**src/rtl/uart_byte_rx_if.sv**
```systemverilog
// Byte-side bundle of the UART receiver: the serial line in, the decoded
// byte and its strobes out. The slave side is the receiver itself; the
// master side is whatever drives the line and consumes the bytes.
interface uart_byte_rx_if;
  logic       rx;
  logic [7:0] po_data;
  logic       po_flag;
  logic       frame_err;

  modport master (
    output rx,
    input  po_data,
    input  po_flag,
    input  frame_err
  );

  modport slave (
    input  rx,
    output po_data,
    output po_flag,
    output frame_err
  );
endinterface

```
**src/rtl/uart_byte_rx.sv**
```systemverilog
// 8N1 UART receiver. Synchronises the rx pin, finds the start edge, takes a
// 2-of-3 majority vote around mid-bit for every bit, and presents each good
// byte as a one-cycle po_flag with po_data held until the next good byte.
// A low stop bit gives a one-cycle frame_err, then the receiver waits for the
// line to return high so a break yields exactly one error.
// BAUD_CNT (CLK_FREQ / UART_BPS) must be at least 8.
module uart_byte_rx #(
  parameter int CLK_FREQ = 50_000_000,
  parameter int UART_BPS = 9600
) (
  input  logic          sys_clk,
  input  logic          sys_rst_n,
  uart_byte_rx_if.slave bus
);

  localparam int BAUD_CNT = CLK_FREQ / UART_BPS;
  localparam int HALF     = BAUD_CNT / 2;
  localparam int CNT_W    = $clog2(BAUD_CNT);

  localparam logic [CNT_W-1:0] CNT_LAST = CNT_W'(BAUD_CNT - 1);
  localparam logic [CNT_W-1:0] CNT_S0   = CNT_W'(HALF - 1);
  localparam logic [CNT_W-1:0] CNT_S1   = CNT_W'(HALF);
  localparam logic [CNT_W-1:0] CNT_DEC  = CNT_W'(HALF + 1);

  typedef enum logic [2:0] {
    IDLE,
    START,
    DATA,
    STOP,
    WAIT_HIGH
  } state_t;

  state_t           state, state_nx;
  logic [CNT_W-1:0] cnt, cnt_nx;
  logic [2:0]       bit_idx, bit_idx_nx;

  logic             rx_m, rx_s, rx_d;
  logic [1:0]       flush;
  logic             line_ok;
  logic [1:0]       smp;
  logic             maj;
  logic             dec;
  logic             data_wr;
  logic             good_stop;
  logic             bad_stop;
  logic [7:0]       shreg;
  logic [7:0]       po_data_r;
  logic             po_flag_r;
  logic             frame_err_r;

  // Two-flop synchroniser plus one delay stage for falling-edge detection.
  // All three idle high so reset never looks like a start bit.
  // NOTE: sequential state uses non-blocking assignments so every flop
  // samples pre-edge values regardless of statement order.
  always_ff @(posedge sys_clk or negedge sys_rst_n) begin
    if (!sys_rst_n) begin
      rx_m <= 1'b1;
      rx_s <= 1'b1;
      rx_d <= 1'b1;
    end else begin
      rx_m <= bus.rx;
      rx_s <= rx_m;
      rx_d <= rx_s;
    end
  end

  // Arm start detection only after the synchroniser holds real pin values
  // and the line has been seen high, so a line already low when reset lifts
  // is never mistaken for a start edge.
  always_ff @(posedge sys_clk or negedge sys_rst_n) begin
    if (!sys_rst_n) begin
      flush   <= 2'd0;
      line_ok <= 1'b0;
    end else begin
      if (flush != 2'd3) flush <= flush + 2'd1;
      if (flush == 2'd3 && rx_s) line_ok <= 1'b1;
    end
  end

  // Majority of the two stored mid-bit samples and the current one; only
  // consumed on the decision cycle cnt == HALF+1.
  assign maj = (smp[0] & smp[1]) | (smp[0] & rx_s) | (smp[1] & rx_s);
  assign dec = (cnt == CNT_DEC);

  // FSM state register.
  always_ff @(posedge sys_clk or negedge sys_rst_n) begin
    if (!sys_rst_n) begin
      state   <= IDLE;
      cnt     <= '0;
      bit_idx <= 3'd0;
    end else begin
      state   <= state_nx;
      cnt     <= cnt_nx;
      bit_idx <= bit_idx_nx;
    end
  end

  // FSM next-state, bit timing and decision strobes.
  // NOTE: every output of this block gets a default first, so no path can
  // leave one unassigned and infer a latch.
  always_comb begin
    state_nx   = state;
    cnt_nx     = cnt;
    bit_idx_nx = bit_idx;
    data_wr    = 1'b0;
    good_stop  = 1'b0;
    bad_stop   = 1'b0;
    unique case (state)
      IDLE: begin
        cnt_nx     = '0;
        bit_idx_nx = 3'd0;
        // The edge-detect cycle itself is count 0 of the start bit.
        if (line_ok && rx_d && !rx_s) begin
          state_nx = START;
          cnt_nx   = CNT_W'(1);
        end
      end
      START: begin
        cnt_nx = cnt + 1'b1;
        if (dec && maj) begin
          state_nx = IDLE;
          cnt_nx   = '0;
        end else if (cnt == CNT_LAST) begin
          state_nx   = DATA;
          cnt_nx     = '0;
          bit_idx_nx = 3'd0;
        end
      end
      DATA: begin
        cnt_nx  = cnt + 1'b1;
        data_wr = dec;
        if (cnt == CNT_LAST) begin
          cnt_nx = '0;
          if (bit_idx == 3'd7) state_nx = STOP;
          else                 bit_idx_nx = bit_idx + 3'd1;
        end
      end
      STOP: begin
        cnt_nx = cnt + 1'b1;
        // Leave at mid-stop so a start edge right at the frame end is caught.
        if (dec) begin
          cnt_nx     = '0;
          bit_idx_nx = 3'd0;
          if (maj) begin
            good_stop = 1'b1;
            state_nx  = IDLE;
          end else begin
            bad_stop  = 1'b1;
            state_nx  = WAIT_HIGH;
          end
        end
      end
      WAIT_HIGH: begin
        cnt_nx = '0;
        if (rx_s) state_nx = IDLE;
      end
      default: state_nx = IDLE;
    endcase
  end

  // Capture the two early mid-bit samples for the vote.
  always_ff @(posedge sys_clk or negedge sys_rst_n) begin
    if (!sys_rst_n) begin
      smp <= 2'b00;
    end else begin
      if (cnt == CNT_S0) smp[0] <= rx_s;
      if (cnt == CNT_S1) smp[1] <= rx_s;
    end
  end

  // Shift in data bits LSB first; publish the byte together with po_flag so
  // po_data only ever changes on the strobe cycle.
  always_ff @(posedge sys_clk or negedge sys_rst_n) begin
    if (!sys_rst_n) begin
      shreg       <= 8'h00;
      po_data_r   <= 8'h00;
      po_flag_r   <= 1'b0;
      frame_err_r <= 1'b0;
    end else begin
      po_flag_r   <= good_stop;
      frame_err_r <= bad_stop;
      if (data_wr)   shreg[bit_idx] <= maj;
      if (good_stop) po_data_r      <= shreg;
    end
  end

  assign bus.po_data   = po_data_r;
  assign bus.po_flag   = po_flag_r;
  assign bus.frame_err = frame_err_r;

endmodule
```
**src/flat_wrapper.sv**
```systemverilog
// flat-port wrapper written by rule: the top's interface ports become plain ports
module uart_byte_rx_flat 
#(
  parameter int CLK_FREQ = 50_000_000,
  parameter int UART_BPS = 9600
)
  (sys_clk, sys_rst_n, bus_rx, bus_po_data, bus_po_flag, bus_frame_err);
  uart_byte_rx_if bus_i ();
  input  logic sys_clk;
  input  logic sys_rst_n;
  input wire logic [$bits(bus_i.rx)-1:0] bus_rx;
  output wire logic [$bits(bus_i.po_data)-1:0] bus_po_data;
  output wire logic [$bits(bus_i.po_flag)-1:0] bus_po_flag;
  output wire logic [$bits(bus_i.frame_err)-1:0] bus_frame_err;
  assign bus_i.rx = bus_rx;
  assign bus_po_data = bus_i.po_data;
  assign bus_po_flag = bus_i.po_flag;
  assign bus_frame_err = bus_i.frame_err;
  uart_byte_rx #(.CLK_FREQ(CLK_FREQ), .UART_BPS(UART_BPS)) u_core (.sys_clk(sys_clk), .sys_rst_n(sys_rst_n), .bus(bus_i));
endmodule
```
**config.mk**
```make
export PLATFORM = sky130hd
export DESIGN_NAME = uart_byte_rx_flat
export DESIGN_NICKNAME = d
export VERILOG_FILES = /design/src/rtl/uart_byte_rx_if.sv /design/src/rtl/uart_byte_rx.sv /design/src/flat_wrapper.sv
export SDC_FILE = /design/constraint.sdc
export NUM_CORES = 1
export LEC_CHECK = 0
export CORE_MARGIN = 1
export CORE_UTILIZATION = 59
export CTS_CLUSTER_SIZE = 14
export DETAILED_ROUTE_END_ITERATION = 6
export GPL_TIMING_DRIVEN = 0
export PLACE_DENSITY = 0.85
export SLEW_MARGIN = 20
export SYNTH_ARGS = -nofsm -noshare
export SYNTH_HDL_FRONTEND = slang
export SYNTH_SLANG_ARGS = --single-unit
```
**constraint.sdc**
```tcl
create_clock -name sys_clk -period 2.9 [get_ports sys_clk]
set_input_delay 0.87 -clock sys_clk [delete_from_list [all_inputs] [get_ports sys_clk]]
set_output_delay 0.87 -clock sys_clk [all_outputs]
set_load 0.01 [all_outputs]
```
## Word-level counts from Yosys, hierarchy flattened

Index checks and enable logic that the tools add are counted.

| operators by class | value |
|---|---|
| $add $sub $neg | 3 |
| $lt $le $gt $ge | 2 |
| equality and inequality tests | 20 |
| multiplexer cells | 30 |
| bitwise operators | 5 |
| reduce and logical (&&, ||, !) cells | 11 |

Operators with widths:

| kind | number |
|---|---|
| 13-bit one-hot mux with 5 select lines | 1 |
| 13-bit by 12-bit equality test with 1-bit output (second input constant) | 3 |
| 13-bit 2-to-1 mux | 3 |
| 3-bit 2-to-1 mux | 13 |
| 3-bit one-hot mux with 5 select lines | 1 |
| 13-bit by 1-bit adder with 13-bit output (second input constant) | 1 |
| 13-bit equality test (second input constant) | 1 |
| 2-bit by 1-bit inequality test with 1-bit output (second input constant) | 6 |
| 3-bit one-hot mux with 4 select lines | 1 |
| 6-bit AND reduction | 2 |
| 1-bit 2-to-1 mux | 9 |
| 8-bit bitwise mux | 1 |
| 3-bit by 2-bit equality test with 1-bit output (second input constant) | 2 |
| 3-bit equality test (second input constant) | 2 |
| 2-bit inequality test (second input constant) | 3 |
| 1-bit logical AND | 5 |
| 5-bit nonzero test | 1 |
| 3-bit by 4-bit < comparator with 1-bit output (second input constant) | 1 |
| 4-bit nonzero test | 1 |
| 3-bit by 1-bit adder with 3-bit output (second input constant) | 1 |
| 1-bit AND | 3 |
| 1-bit demux with 3-bit select | 1 |
| 3-bit by 1-bit equality test with 1-bit output (second input constant) | 1 |
| 3-bit by 1-bit >= comparator with 1-bit output (second input constant) | 1 |
| 6 further kinds | 7 |

| storage, ports and cells | value |
|---|---|
| bits in registers | 45 |

## Longest topological paths before layout

| logic depth | value |
|---|---|
| word-level depth | 6 |
| gate-level depth with buffers | 8 |
| mapped depth without buffers | 7 |

## Worst setup path before layout

Ideal clock, no wire load.

| path | value |
|---|---|
| path type | register -> register |
| start point | register u_core.cnt[4] |
| end point | register u_core.bit_idx[0] |
| setup time | 128 ps |
| arrival | 2,041 ps |
| setup slack | 732 ps |
| cell stages (with the launch flop) | 6 |
| period minus slack after synthesis | 2,168 ps |
| path through | dfrtp_1 -> or4b_4 -> nor4_4 -> a32o_1 -> o21ai_1 -> mux2_1 |

| on the way | value |
|---|---|
| cells in the longest elaborated chain, start to end | 4 |

RTL lines:

| item | line | text |
|---|---|---|
| start: declaration | uart_byte_rx.sv:34 | `logic [CNT_W-1:0] cnt, cnt_nx;` |
| start signal: assignment | uart_byte_rx.sv:93 | `cnt <= cnt_nx;` |
| 13-bit by 12-bit equality test with 1-bit output | uart_byte_rx.sv:83 | `assign dec = (cnt == CNT_DEC);` |
| 1-bit logical AND | uart_byte_rx.sv:120 | `if (dec && maj) begin` |
| 2-bit inequality test (no line) | - |  |
| 6-bit AND reduction (no line) * | - |  |
| end signal: assignment | uart_byte_rx.sv:94 | `bit_idx <= bit_idx_nx;` |
| end: declaration | uart_byte_rx.sv:35 | `logic [2:0] bit_idx, bit_idx_nx;` |

Mark *: on every way between the ends. The rest lies on a longest branch, timed or not.
A chain may end at the register's enable or synchronous reset.

## Worst setup path in the final report

| path | value |
|---|---|
| start point | register u_core.cnt[6] |
| end point | register u_core.cnt[0] |

| on the way | value |
|---|---|
| cells in the longest elaborated chain, start to end | 4 |

RTL lines:

| item | line | text |
|---|---|---|
| 13-bit equality test / 13-bit by 12-bit equality test with 1-bit output (equally long branches) | uart_byte_rx.sv:123, uart_byte_rx.sv:132, uart_byte_rx.sv:83 |  |
| 13-bit 2-to-1 mux / 1-bit logical AND (equally long branches) | uart_byte_rx.sv:123, uart_byte_rx.sv:132, uart_byte_rx.sv:120 |  |
| 13-bit 2-to-1 mux | uart_byte_rx.sv:120 |  |
| 13-bit one-hot mux with 5 select lines * | uart_byte_rx.sv:108 | `unique case (state)` |

Marks and branches as above.

==> impl_metrics.json <==
{
  "clock-root-buffer": "clkbuf_8",
  "synth_edf_count": 0,
  "ys.warnings.count": 0,
  "synth_top_cell_by_area": "dfrtp_1",
  "port_buffers": 12,
  "status": "completed",
  "grt_start_max_net_pins": 28,
  "cts_hold_buf": 0,
  "path_clk_slew_ps": 80,
  "reg2reg_setup_slack_ps": 460,
  "finalInstanceArea_sq_um": 2611,
  "r2r_end": "u_core.cnt[0]",
  "synth.area.top_cells": "dfrtp_1 45%, mux2_2 9.2%, nand3_1 3.5%",
  "worst_pin_slew_ps": 679.4,
  "finalHoldViolCount": 0,
  "p_leak_nw": 1.147,
  "worstPathMaxFanout": 8,
  "antenna_found_initial": 0,
  "clock-sinks": 45,
  "initial_core_util": 0.6242,
  "grt_overflow": 0,
  "cts_tree": "built",
  "syn-num-nets": 230,
  "die_w_um": 64.71,
  "grt_pass1_wl_um": 8107,
  "startpoint_type": "register",
  "synth_top_area_share": 0.4531,
  "place_congestion": 0.8608,
  "fp-row-count": 22,
  "arrival_ps": 2630,
  "cts-resized-gates": 0,
  "power_density_nw_per_um2": 518.7,
  "hold_path_depth": 0,
  "track_usage": 0.2598,
  "antenna_cells": 0,
  "fin_crit_sh": 0.8400,
  "clock_skew_ps": 11.79,
  "min_to": "u_core.rx_s",
  "die_y_um": 64.71,
  "setup_ws_ps": 464.1,
  "via_count": 1823,
  "clk_latency_ps": 310,
  "ant_nets": 0,
  "max_freq_mhz": 410.5,
  "dp_hpwl_um": 3236,
  "drt-initial-drc-count": 139,
  "cts-buffers-inserted": 5,
  "viasPerCell": 6.286,
  "ys_types": 46,
  "rsz0062_at_grt": "false",
  "wl_um": 4519,
  "drive_above_1_share": 0.1736,
  "synth-seq-cells": 45,
  "route.detailed.drc": 0,
  "synth_common_cells": "42 x dfrtp_1, 19 x mux2_2, 19 x nor2_1",
  "rr_worst_depth": 5,
  "layout_min_cycle_time_ps": 2436,
  "synthCells": 221,
  "yosysMostFrequentCell": "dfrtp_1",
  "relSlewSlack": 0.5429,
  "synth_area_sq_um": 2320,
  "fp.coreArea_sq_um": 3716,
  "hp-class": "register to register",
  "final_nets": 250,
  "syn_area_per_cell_sq_um": 10.50,
  "holdWs_ps": 365.8,
  "dp_cells": 282,
  "dr.pass1.iters": 4,
  "required_ps": 3090,
  "placed_cell_area_sq_um": 2515,
  "reg2reg_from": "u_core.cnt[6]",
  "ir_worst_vdd_mv": 0.3596,
  "wire_per_inst_um": 15.58,
  "first_global_vias": 1729,
  "synth_flop_cell": "dfrtp_1",
  "boundaryPins": 13,
  "max-cap-violations": 0,
  "area_growth_pct": 12.57,
  "die-area_sq_um": 4187,
  "ys_async_sr_fraction": 1.000,
  "fin_cells": 290,
  "dp_slack_ps": 502.2,
  "setup_viol": 0,
  "end_kind": "register",
  "slew_violations": 0,
  "hp-start": "u_core.rx_m",
  "critical_path_class": "register to register",
  "cts_buffer_depth": 2,
  "fin_util": 0.7027,
  "synth-seq-area-share": 0.4871,
  "post_cts_buffers": 0,
  "cts_max_level": 2
}
stage by stage:
step                       power, W  setup TNS (ps)
final                      0.001355               0
after CTS                  0.001360               0
after floorplan           0.0009127               0
after global routing       0.001438               0
after global placement    0.0009675           -9043
after detailed placement  0.0009796               0
worst max-delay path: stages (launching register included):
cell and delay, ps:
dfrtp_1 460, or4b_4 580, nor4_4 510, o22ai_2 300
a31o_1 270, a31o_1 210
placed cells by master, fill, tap and decap left out, drive strengths merged, types with 3 or more instances in the layout:
cell / instances
o21ai: 14
ha: 6
o22ai: 5
o21bai: 3
clkbuf: 11
buf: 3
nor4: 4
nor2: 19
and3: 3
inv: 11
nand4: 7
nand2: 16
dfstp: 3
a31o: 3
clkdlybuf4s50: 11
nand3b: 3
nand3: 16
nor3: 6
dfrtp: 42
mux2: 20
nor4bb: 3
a22oi: 7
logic make-up after synthesis:
family                   count (synthesis)  synth area share
AND/OR/NAND/NOR                         84            0.1990
flip-flops                              45            0.4871
AO/OA/AOI/OAI                           43            0.1338
multiplexers                            22            0.1057
buffers and inverters                   18           0.02966
adder cells (fa/ha/maj)                  7           0.03722
XOR/XNOR                                 2          0.007553
layer usage:
metal / track usage / up-vias / share of wire
met3: 0.05458 / 6 / 0.054
li1: - / 857 / -
met4: 0.1028 / 0 / 0.016
met2: 0.3984 / 52 / 0.47
met1: 0.3599 / 908 / 0.46
met5: 0 / - / 0
power by group:
part	switching, W	internal [W]
Combinational	0.000146	0.000103
Clock	0.000213	0.000171
Sequential	0.0000516	0.000671
cell type report:
cell class,count,area [sq um]
Clock buffer,6,72.57
Buffer,6,23.77
Clock inverter,2,16.27
Fill cell,281,1105
Timing Repair Buffer,13,135.1
Tap cell,48,60.06
Inverter,12,45.04
Sequential cell,45,1130
Multi-Input combinational cell,158,1129
worst max-delay path by stage:
stage | from | end | slack (ps) | cells past startpoint
detailed placement | u_core.cnt[6] | u_core.bus.po_data[3] | 500 | 4
global placement | sys_rst_n | u_core.cnt[2] | -220 | 1
global route | u_core.cnt[6] | u_core.cnt[1] | 280 | 6
finish | u_core.cnt[6] | u_core.cnt[0] | 460 | 5
CTS | u_core.cnt[0] | u_core.cnt[12] | 490 | 7
floorplan | u_core.cnt[4] | u_core.bit_idx[0] | 730 | 5
sequential cells by signal, summed over array words and instances (netlist names):
| name | cells |
|---|---|
| u_core.bit_idx | 3 |
| u_core.bus.frame_err | 1 |
| u_core.bus.po_data | 8 |
| u_core.bus.po_flag | 1 |
| u_core.cnt | 13 |
| u_core.flush | 2 |
| u_core.line_ok | 1 |
| u_core.rx_d | 1 |
| u_core.rx_m | 1 |
| u_core.rx_s | 1 |
| u_core.shreg | 8 |
| u_core.smp | 2 |
| u_core.state | 3 |
No activity file was read; power rests on OpenSTA's default activity.
